<file path="config.mk">
export PLATFORM = sky130hd
export DESIGN_NAME = pwm_bank_16ch
export DESIGN_NICKNAME = d
export VERILOG_FILES = /design/src/rtl/pwm_pkg.sv /design/src/rtl/pwm_bank_16ch_cmp.sv /design/src/rtl/pwm_bank_16ch.sv
export SDC_FILE = /design/constraint.sdc
export NUM_CORES = 2
export LEC_CHECK = 0
export BUFFER_PORTS_ARGS = -buffer_cell sky130_fd_sc_hd__buf_2
export CAP_MARGIN = 20
export CORE_MARGIN = 2
export CORE_UTILIZATION = 30
export CTS_CLUSTER_SIZE = 30
export DETAILED_ROUTE_END_ITERATION = 10
export PLACE_DENSITY = 0.5
export SYNTH_ARGS = -nofsm -noshare
export SYNTH_HDL_FRONTEND = slang
export SYNTH_SLANG_ARGS = --single-unit
</file>
<file path="constraint.sdc">
create_clock -name clkin -period 22.4 [get_ports clkin]
set_input_delay 1.12 -clock clkin [delete_from_list [all_inputs] [get_ports clkin]]
set_output_delay 1.12 -clock clkin [all_outputs]
set_load 0.02 [all_outputs]
</file>
<file path="src/rtl/pwm_pkg.sv">
// Shared constants and per-channel configuration type for the 16-channel PWM bank.
// Optional feature macro: PWM_FULL_ONOFF_EN (adds full_on/full_off override bits per channel).
package pwm_pkg;

  localparam int unsigned NUM_CH     = 16;
  localparam int unsigned CNT_W      = 12;
  localparam int unsigned PRESCALE_W = 8;
  localparam int unsigned CH_W       = 4;

  localparam logic [CNT_W-1:0] CNT_MAX = '1;

  typedef struct packed {
    logic [CNT_W-1:0] on;
    logic [CNT_W-1:0] off;
`ifdef PWM_FULL_ONOFF_EN
    logic             full_on;
    logic             full_off;
`endif
  } pwm_ch_cfg_t;

endpackage

</file>
<file path="src/rtl/pwm_bank_16ch_cmp.sv">
// Per-channel compare: active configuration plus period count in, next PWM level out.
// Optional feature macro: PWM_FULL_ONOFF_EN (full_off beats full_on beats compare).
module pwm_ch_cmp
  import pwm_pkg::*;
(
  input  pwm_ch_cfg_t      i_cfg,
  input  logic [CNT_W-1:0] i_cnt,
  output logic             o_pwm
);

  // Window compare; on>off wraps the high window across the period boundary.
  always_comb begin
    o_pwm = 1'b0;
    if (i_cfg.on < i_cfg.off) begin
      o_pwm = (i_cnt >= i_cfg.on) && (i_cnt < i_cfg.off);
    end else if (i_cfg.on > i_cfg.off) begin
      o_pwm = (i_cnt >= i_cfg.on) || (i_cnt < i_cfg.off);
    end
`ifdef PWM_FULL_ONOFF_EN
    if (i_cfg.full_off) begin
      o_pwm = 1'b0;
    end else if (i_cfg.full_on) begin
      o_pwm = 1'b1;
    end
`endif
  end

endmodule

</file>
<file path="src/rtl/pwm_bank_16ch.sv">
// 16-channel PWM bank: shared prescaler and 12-bit period counter, shadowed
// per-channel on/off compare values that move to the active set at period wrap.
// Optional feature macro: PWM_FULL_ONOFF_EN (wr_full_on / wr_full_off inputs).
module pwm_bank_16ch
  import pwm_pkg::*;
(
  input  logic                  clkin,
  input  logic                  reset,
  input  logic                  enable,
  input  logic [PRESCALE_W-1:0] prescale,
  input  logic                  wr_valid,
  output logic                  wr_ready,
  input  logic [CH_W-1:0]       wr_ch,
  input  logic [CNT_W-1:0]      wr_on,
  input  logic [CNT_W-1:0]      wr_off,
`ifdef PWM_FULL_ONOFF_EN
  input  logic                  wr_full_on,
  input  logic                  wr_full_off,
`endif
  output logic [NUM_CH-1:0]     pwm_out,
  output logic                  period_tick
);

  logic [PRESCALE_W-1:0] r_presc_cnt;
  logic [PRESCALE_W-1:0] r_presc_active;
  logic [CNT_W-1:0]      r_cnt;
  logic                  r_wr_ready;
  logic                  r_period_tick;
  logic [NUM_CH-1:0]     r_pwm;
  pwm_ch_cfg_t           r_shadow [NUM_CH];
  pwm_ch_cfg_t           r_active [NUM_CH];

  logic                  w_tick;
  logic                  w_wrap;
  logic                  w_wr_fire;
  pwm_ch_cfg_t           w_wr_cfg;
  logic [NUM_CH-1:0]     w_cmp;

  assign w_tick    = enable && (r_presc_cnt == r_presc_active);
  assign w_wrap    = w_tick && (r_cnt == CNT_MAX);
  assign w_wr_fire = wr_valid && r_wr_ready;

  assign wr_ready    = r_wr_ready;
  assign pwm_out     = r_pwm;
  assign period_tick = r_period_tick;

  // Assemble the incoming write into a channel configuration word.
  always_comb begin
    w_wr_cfg     = '0;
    w_wr_cfg.on  = wr_on;
    w_wr_cfg.off = wr_off;
`ifdef PWM_FULL_ONOFF_EN
    w_wr_cfg.full_on  = wr_full_on;
    w_wr_cfg.full_off = wr_full_off;
`endif
  end

  // Prescaler and period counter; both parked at zero while disabled.
  always_ff @(posedge clkin or posedge reset) begin
    if (reset) begin
      r_presc_cnt    <= '0;
      r_presc_active <= '0;
      r_cnt          <= '0;
    end else if (!enable) begin
      r_presc_cnt    <= '0;
      r_presc_active <= prescale;
      r_cnt          <= '0;
    end else begin
      if (w_tick) begin
        r_presc_cnt <= '0;
        r_cnt       <= r_cnt + 1'b1;
      end else begin
        r_presc_cnt <= r_presc_cnt + 1'b1;
      end
      if (w_wrap) begin
        r_presc_active <= prescale;
      end
    end
  end

  // Shadow registers; an out-of-range channel index matches no entry and is dropped.
  always_ff @(posedge clkin or posedge reset) begin
    if (reset) begin
      for (int unsigned i = 0; i < NUM_CH; i++) begin
        r_shadow[i] <= '0;
      end
    end else begin
      for (int unsigned i = 0; i < NUM_CH; i++) begin
        if (w_wr_fire && (wr_ch == CH_W'(i))) begin
          r_shadow[i] <= w_wr_cfg;
        end
      end
    end
  end

  // Active set follows the pre-write shadows at wrap, or continuously while disabled.
  always_ff @(posedge clkin or posedge reset) begin
    if (reset) begin
      for (int unsigned i = 0; i < NUM_CH; i++) begin
        r_active[i] <= '0;
      end
    end else if (!enable || w_wrap) begin
      for (int unsigned i = 0; i < NUM_CH; i++) begin
        r_active[i] <= r_shadow[i];
      end
    end
  end

  // Output register, wrap pulse and write-ready flag.
  always_ff @(posedge clkin or posedge reset) begin
    if (reset) begin
      r_pwm         <= '0;
      r_period_tick <= 1'b0;
      r_wr_ready    <= 1'b0;
    end else begin
      r_pwm         <= enable ? w_cmp : '0;
      r_period_tick <= w_wrap;
      r_wr_ready    <= 1'b1;
    end
  end

  for (genvar g = 0; g < NUM_CH; g++) begin : g_ch
    pwm_ch_cmp u_cmp (
      .i_cfg (r_active[g]),
      .i_cnt (r_cnt),
      .o_pwm (w_cmp[g])
    );
  end

endmodule

</file>
Word-level counts from Yosys, hierarchy flattened
Cells that the tools add are included.
{"block": "totals", "reg_bits": 814, "inputBits": 40, "out_inout_bits": 18, "wordCells": 248}
{"block": "op_classes", "n_addsub": 2, "order_cmp": 64, "n_eq_ne": 19, "n_mux": 39, "reduce_logical": 54}
{"operator": "12-bit < comparator", "count": 32}
{"operator": "12-bit >= comparator", "count": 16}
{"operator": "12-bit greater-than comparator", "count": 16}
{"operator": "1-bit logical AND", "count": 35}
{"operator": "4-bit equality test (second input constant)", "count": 8}
{"operator": "1-bit 2-to-1 mux", "count": 32}
{"operator": "8-bit 2-to-1 mux", "count": 4}
{"operator": "12-bit 2-to-1 mux", "count": 2}
{"operator": "1-bit logical OR", "count": 17}
{"operator": "4-bit by 3-bit equality test with 1-bit output (second input constant)", "count": 4}
{"operator": "16-bit 2-to-1 mux", "count": 1}
{"operator": "12-bit by 1-bit adder with 12-bit output (second input constant)", "count": 1}
{"operator": "12-bit equality test (second input constant)", "count": 1}
{"operator": "8-bit by 1-bit adder with 8-bit output (second input constant)", "count": 1}
{"operator": "4-bit by 2-bit equality test with 1-bit output (second input constant)", "count": 2}
{"operator": "8-bit equality test", "count": 1}
{"operator": "4-bit by 1-bit equality test with 1-bit output (second input constant)", "count": 1}
{"operator": "4-bit zero test", "count": 1}
{"operator": "2-bit by 1-bit != test with 1-bit output (second input constant)", "count": 2}
{"operator": "1-bit zero test", "count": 1}

Logic depth before layout (Yosys ltp)
{"block": "depth", "depth_word": 5, "mapped_depth": 9, "ltp_nobuf": 8}

Modules after synthesis
Synthesis repeated with hierarchy kept, for this count alone.
{"block": "hier_totals", "hier_cells": 5494, "hier_area_um2": 51735.9}
{"module": "pwm_bank_16ch", "instances": 1, "cells_per_inst": 3766, "area_each_um2": 38204.1, "seq_area_each_um2": 20369.5}
{"module": "pwm_ch_cmp (g_ch[0].u_cmp ...)", "instances": 15, "cells_per_inst": 108, "area_each_um2": 845.8, "seq_area_each_um2": 0.0}
{"module": "pwm_ch_cmp (g_ch[3].u_cmp)", "instances": 1, "cells_per_inst": 108, "area_each_um2": 844.6, "seq_area_each_um2": 0.0}

Worst setup path before layout
Ideal clock, no wire load.
{"block": "synth_path", "path_kind": "input -> register", "from": "in wr_ch[0]", "to": "reg r_shadow[72] in the netlist's numbering", "setup_ps": 125, "t_arrival_ps": 2586, "t_required_ps": 22275, "path_slack_ps": 19690, "stages": 4, "n_path_buf": 2, "cell_sequence": "clkbuf_1 -> nor4_1 -> buf_2 -> mux2_2"}
{"block": "synth_via", "elab_chain_cells": 2}
{"item": "start, declared", "line_no": "pwm_bank_16ch.sv:13", "source": "input logic [CH_W-1:0] wr_ch,"}
{"item": "4-bit equality test", "line_no": "pwm_bank_16ch.sv:89", "source": "if (w_wr_fire && (wr_ch == CH_W'(i))) begin"}
{"item": "1-bit logical AND", "line_no": "pwm_bank_16ch.sv:89"}
{"item": "end signal, assigned by index", "line_no": "pwm_bank_16ch.sv:90", "source": "r_shadow[i] <= w_wr_cfg;"}
{"item": "end, declared", "line_no": "pwm_bank_16ch.sv:30", "source": "pwm_ch_cfg_t r_shadow [NUM_CH];"}
No other way between the ends.
A chain may end at the register's enable or synchronous reset.

Worst setup path in the final report
{"block": "layout_path", "from": "reg r_cnt[1]", "to": "reg r_active[120] in the netlist's numbering"}
{"block": "layout_via", "elab_chain_cells": 3}
{"item": "start, declared", "line_no": "pwm_bank_16ch.sv:26", "source": "logic [CNT_W-1:0] r_cnt;"}
{"item": "start signal, assigned", "line_no": "pwm_bank_16ch.sv:71", "source": "r_cnt <= r_cnt + 1'b1;"}
{"item": "12-bit equality test", "line_no": "pwm_bank_16ch.sv:40", "source": "assign w_wrap = w_tick && (r_cnt == CNT_MAX);"}
{"item": "1-bit logical AND", "line_no": "pwm_bank_16ch.sv:40"}
{"item": "1-bit logical OR", "line_no": "pwm_bank_16ch.sv:102", "source": "end else if (!enable || w_wrap) begin"}
{"item": "end signal, assigned by index", "line_no": "pwm_bank_16ch.sv:104", "source": "r_active[i] <= r_shadow[i];"}
{"item": "end, declared", "line_no": "pwm_bank_16ch.sv:31", "source": "pwm_ch_cfg_t r_active [NUM_CH];"}
No other way between the ends.

==> reports/qor.yml <==
grt:
  first_global_vias: 28500
  grt_use_total: 0.162
  grt_max_degree: 205
  antenna_found_initial: 29
  grt_overflow: 0
  grt_pass1_wl_um: 180000
power:
  p_per_area_nw_per_um2: 91.7
  pwr-share-seq: 0.421
  internal-power_mw: 3.14
  comb_power_share: 0.216
  cellLeakagePower_nw: 23.4
  irDropWorstVdd_uv: 69.9
  p_sw_mw: 1.33
  swShare: 0.297
  pwr-share-clk: 0.362
setup_path:
  path_max_fanout: 204
  max_stage_delay_ps: 850
  worstSetupPathType: "reg -> reg"
  cpMostUsedCell: "buf_4"
  crit_path_end_kind: "register"
  worst-path-buf-inv: 3
  crit_family: "buffers and inverters"
  worstSetupStartpointType: "register"
  arrival_ps: 4620
  path_cells: "buf_4, ha_1, nand4_1, o31ai_4, buf_12, buf_4, mux2_2"
  critPathRequiredTime_ps: 22950
  cpMaxStageDelayCell: "buf_4"
timing:
  setup_tns_ps: 0
  rsz0062_at_grt: "false"
  skew_ps: 16.4
  tightest_slew_ps: 1180
  max-slew-margin-rel: 0.206
  fin_crit_sh: 0.181
  setup_viol: 0
  final_hold_viol_count: 0
  fmax_mhz: 246
  min_period_ps: 4070
  drv_slew: 0
placed_design:
  hpwlAfterDp_um: 70900
  post_dp_cell_area_um2: 45400
  gp_congestion: 0.775
  io_buffers: 57
cts:
  clk-insertion-delay-late_ps: 670
  postCtsSetupRepairBufs: 0
  clk_pin_slew_worst_paths_ps: 60
  ctsHoldBuffers: 0
  cts_resized: 0
  cts_made_buffers: 94
  clock-sinks: 814
  tritoncts: "built"
  cts_max_level: 3
  clk_path_buf_depth: 3
  ctsRootBufferMaster: "clkbuf_16"
logic_synthesis:
  synth_common_cells: "dfrtp_1 (814), ha_1 (562), nand2_1 (465)"
  synth_warnings: 0
  yosysMostFrequentCell: "dfrtp_1"
  synth_edf_count: 0
  netlist_area_um2: 43000
  ys_async_sr_fraction: 1.00
  netlist.area_leader.share: 0.474
  synth_nets: 4593
  ys.flop_type: "dfrtp_1"
  synthCells: 3991
  syn_avg_cell_area_um2: 10.8
  ys_types: 47
  ys_seq_area_frac: 0.474
  synthTopCellsByArea: "dfrtp_1 (47%), ha_1 (16%), mux2_2 (11%), nand2_1 (4.1%), inv_1 (3.5%)"
  yosysTopAreaCell: "dfrtp_1"
  yosys_register_bits: 814
cells_and_area:
  num-fill-cells: 14200
  multi_input_area_um2: 20400
  area_growth_pct: 13.4
  drive_gt1_frac: 0.169
  final_area_um2: 48700
  nNetsFinal: 4644
  seq_area_um2: 20400
routing:
  viasPerCell: 4.88
  drc: 0
  firstDrtPassIters: 5
  wl_per_cell_um: 19.6
  detailroute.via_count: 29300
  drtIter0Drc: 2251
  wirelength_um: 118000
  ant_nets: 0
floorplan:
  io_pins: 58
  coreArea_um2: 142000
  fp.dieW_um: 382
  rows: 138
  die_h_um: 382
  dieArea_um2: 146000
  initial_core_util: 0.303
hold_path:
  hold_class: "reg -> reg"
flow_run:
  max_cap_viol_count: 0
outcome:
  status: "finished, final reports clean"
per-stage QoR:
stage | total power, mW | utilization | hold WS [ps] | instances | worst slack [ps]
after detailed placement | 2.88 | 0.320 | 461 | 5835 | 18030
after global routing | 4.76 | 0.343 | 488 | 6004 | 17990
final | 4.46 | 0.343 | 469 | 6014 | 18330
after CTS | 4.52 | 0.343 | 473 | 6003 | 18320
after floorplan | 2.61 | - | 444 | 3991 | 10100
after global placement | 2.85 | 0.320 | 451 | 5831 | 18050
layout make-up:
type,instances,area share
diodes,10,0.000514
repair buffers,105,0.0160
clock buffers,126,0.0545
clock inverters,42,0.0123
inverters,396,0.0306
flip-flops and latches,814,0.419
multi-input cells,2631,0.419
well taps,1890,0.0486
layout by cell type, fill, tap and decap left out, types with 14 or more instances in the layout:
master     instances
nor3_1            27
a21o_1           101
a2111oi_0         17
nand2_1          465
ha_1             562
buf_4             38
buf_2             57
a21oi_1          131
clkbuf_1          14
o211ai_1          31
inv_1            394
a211oi_1          55
o21ai_1          232
nand4_1           71
nor2b_1           31
clkbuf_16         94
nor2_1            86
nand2b_1          26
nand3_1           22
dfrtp_1          803
clkbuf_8          18
mux2_2           408
o21ai_0          216
worst register-to-register path: stages, from the launching register on:
cell and delay (ps):
dfrtp_2 340, buf_4 560, ha_1 300, nand4_1 290
o31ai_4 400, buf_12 580, buf_4 1030, mux2_2 440
flip-flops by register name (all words and copies together), names as in the netlist:
| register | flops |
|---|---|
| r_active | 384 |
| r_shadow | 384 |
| pwm_out | 16 |
| r_cnt | 12 |
| r_presc_active | 8 |
| r_presc_cnt | 8 |
| period_tick | 1 |
| wr_ready | 1 |
power groups by stage:
| stage | sequential (mW) | combinational, mW | clock (mW) |
|---|---|---|---|
| after floorplan | 1.89 | 0.719 | 0 |
| after global placement | 1.90 | 0.948 | 0 |
| after detailed placement | 1.91 | 0.975 | 0 |
| after CTS | 1.88 | 0.980 | 1.66 |
| after global routing | 1.92 | 1.12 | 1.73 |
| final | 1.88 | 0.966 | 1.62 |
layer usage:
layer,part of all wire,global-route usage,vias to the layer above,wire [um]
met2,0.43,0.243,571,50700
li1,-,-,14100,-
met4,0.024,0.0473,6,2840
met1,0.49,0.239,14500,57600
met3,0.055,0.0242,146,6510
met5,0.00039,0,-,46
logic make-up (layout without fill, tap and decap cells):
group           Yosys count  in the layout  synth area share
simple gates            783            783            0.0805
flops                   814            814             0.474
compound gates          847            847             0.116
fa+ha+maj               562            562             0.164
buf+inv                 546            669            0.0521
xor+xnor                 24             24           0.00489
mux                     414            414             0.108
other cells               1             11         0.0000873
path summary, 6_finish.rpt:
kind	from	endpoint	slack, ps	cells past startpoint
setup / recovery	r_cnt[1]$_DFFE_PP0P_	r_active[120]$_DFFE_PP0P_	18330	7
hold / removal	r_shadow[326]$_DFFE_PP0P_	r_active[326]$_DFFE_PP0P_	470	2
setup reg to reg	r_cnt[1]$_DFFE_PP0P_	r_active[120]$_DFFE_PP0P_	18330	7
hold reg to reg	r_shadow[326]$_DFFE_PP0P_	r_active[326]$_DFFE_PP0P_	470	2
max in group asynchronous	reset	r_active[379]$_DFFE_PP0P_	18920	5
min in group asynchronous	reset	r_shadow[309]$_DFFE_PP0P_	530	2
No activity file was read; power rests on OpenSTA's default activity.
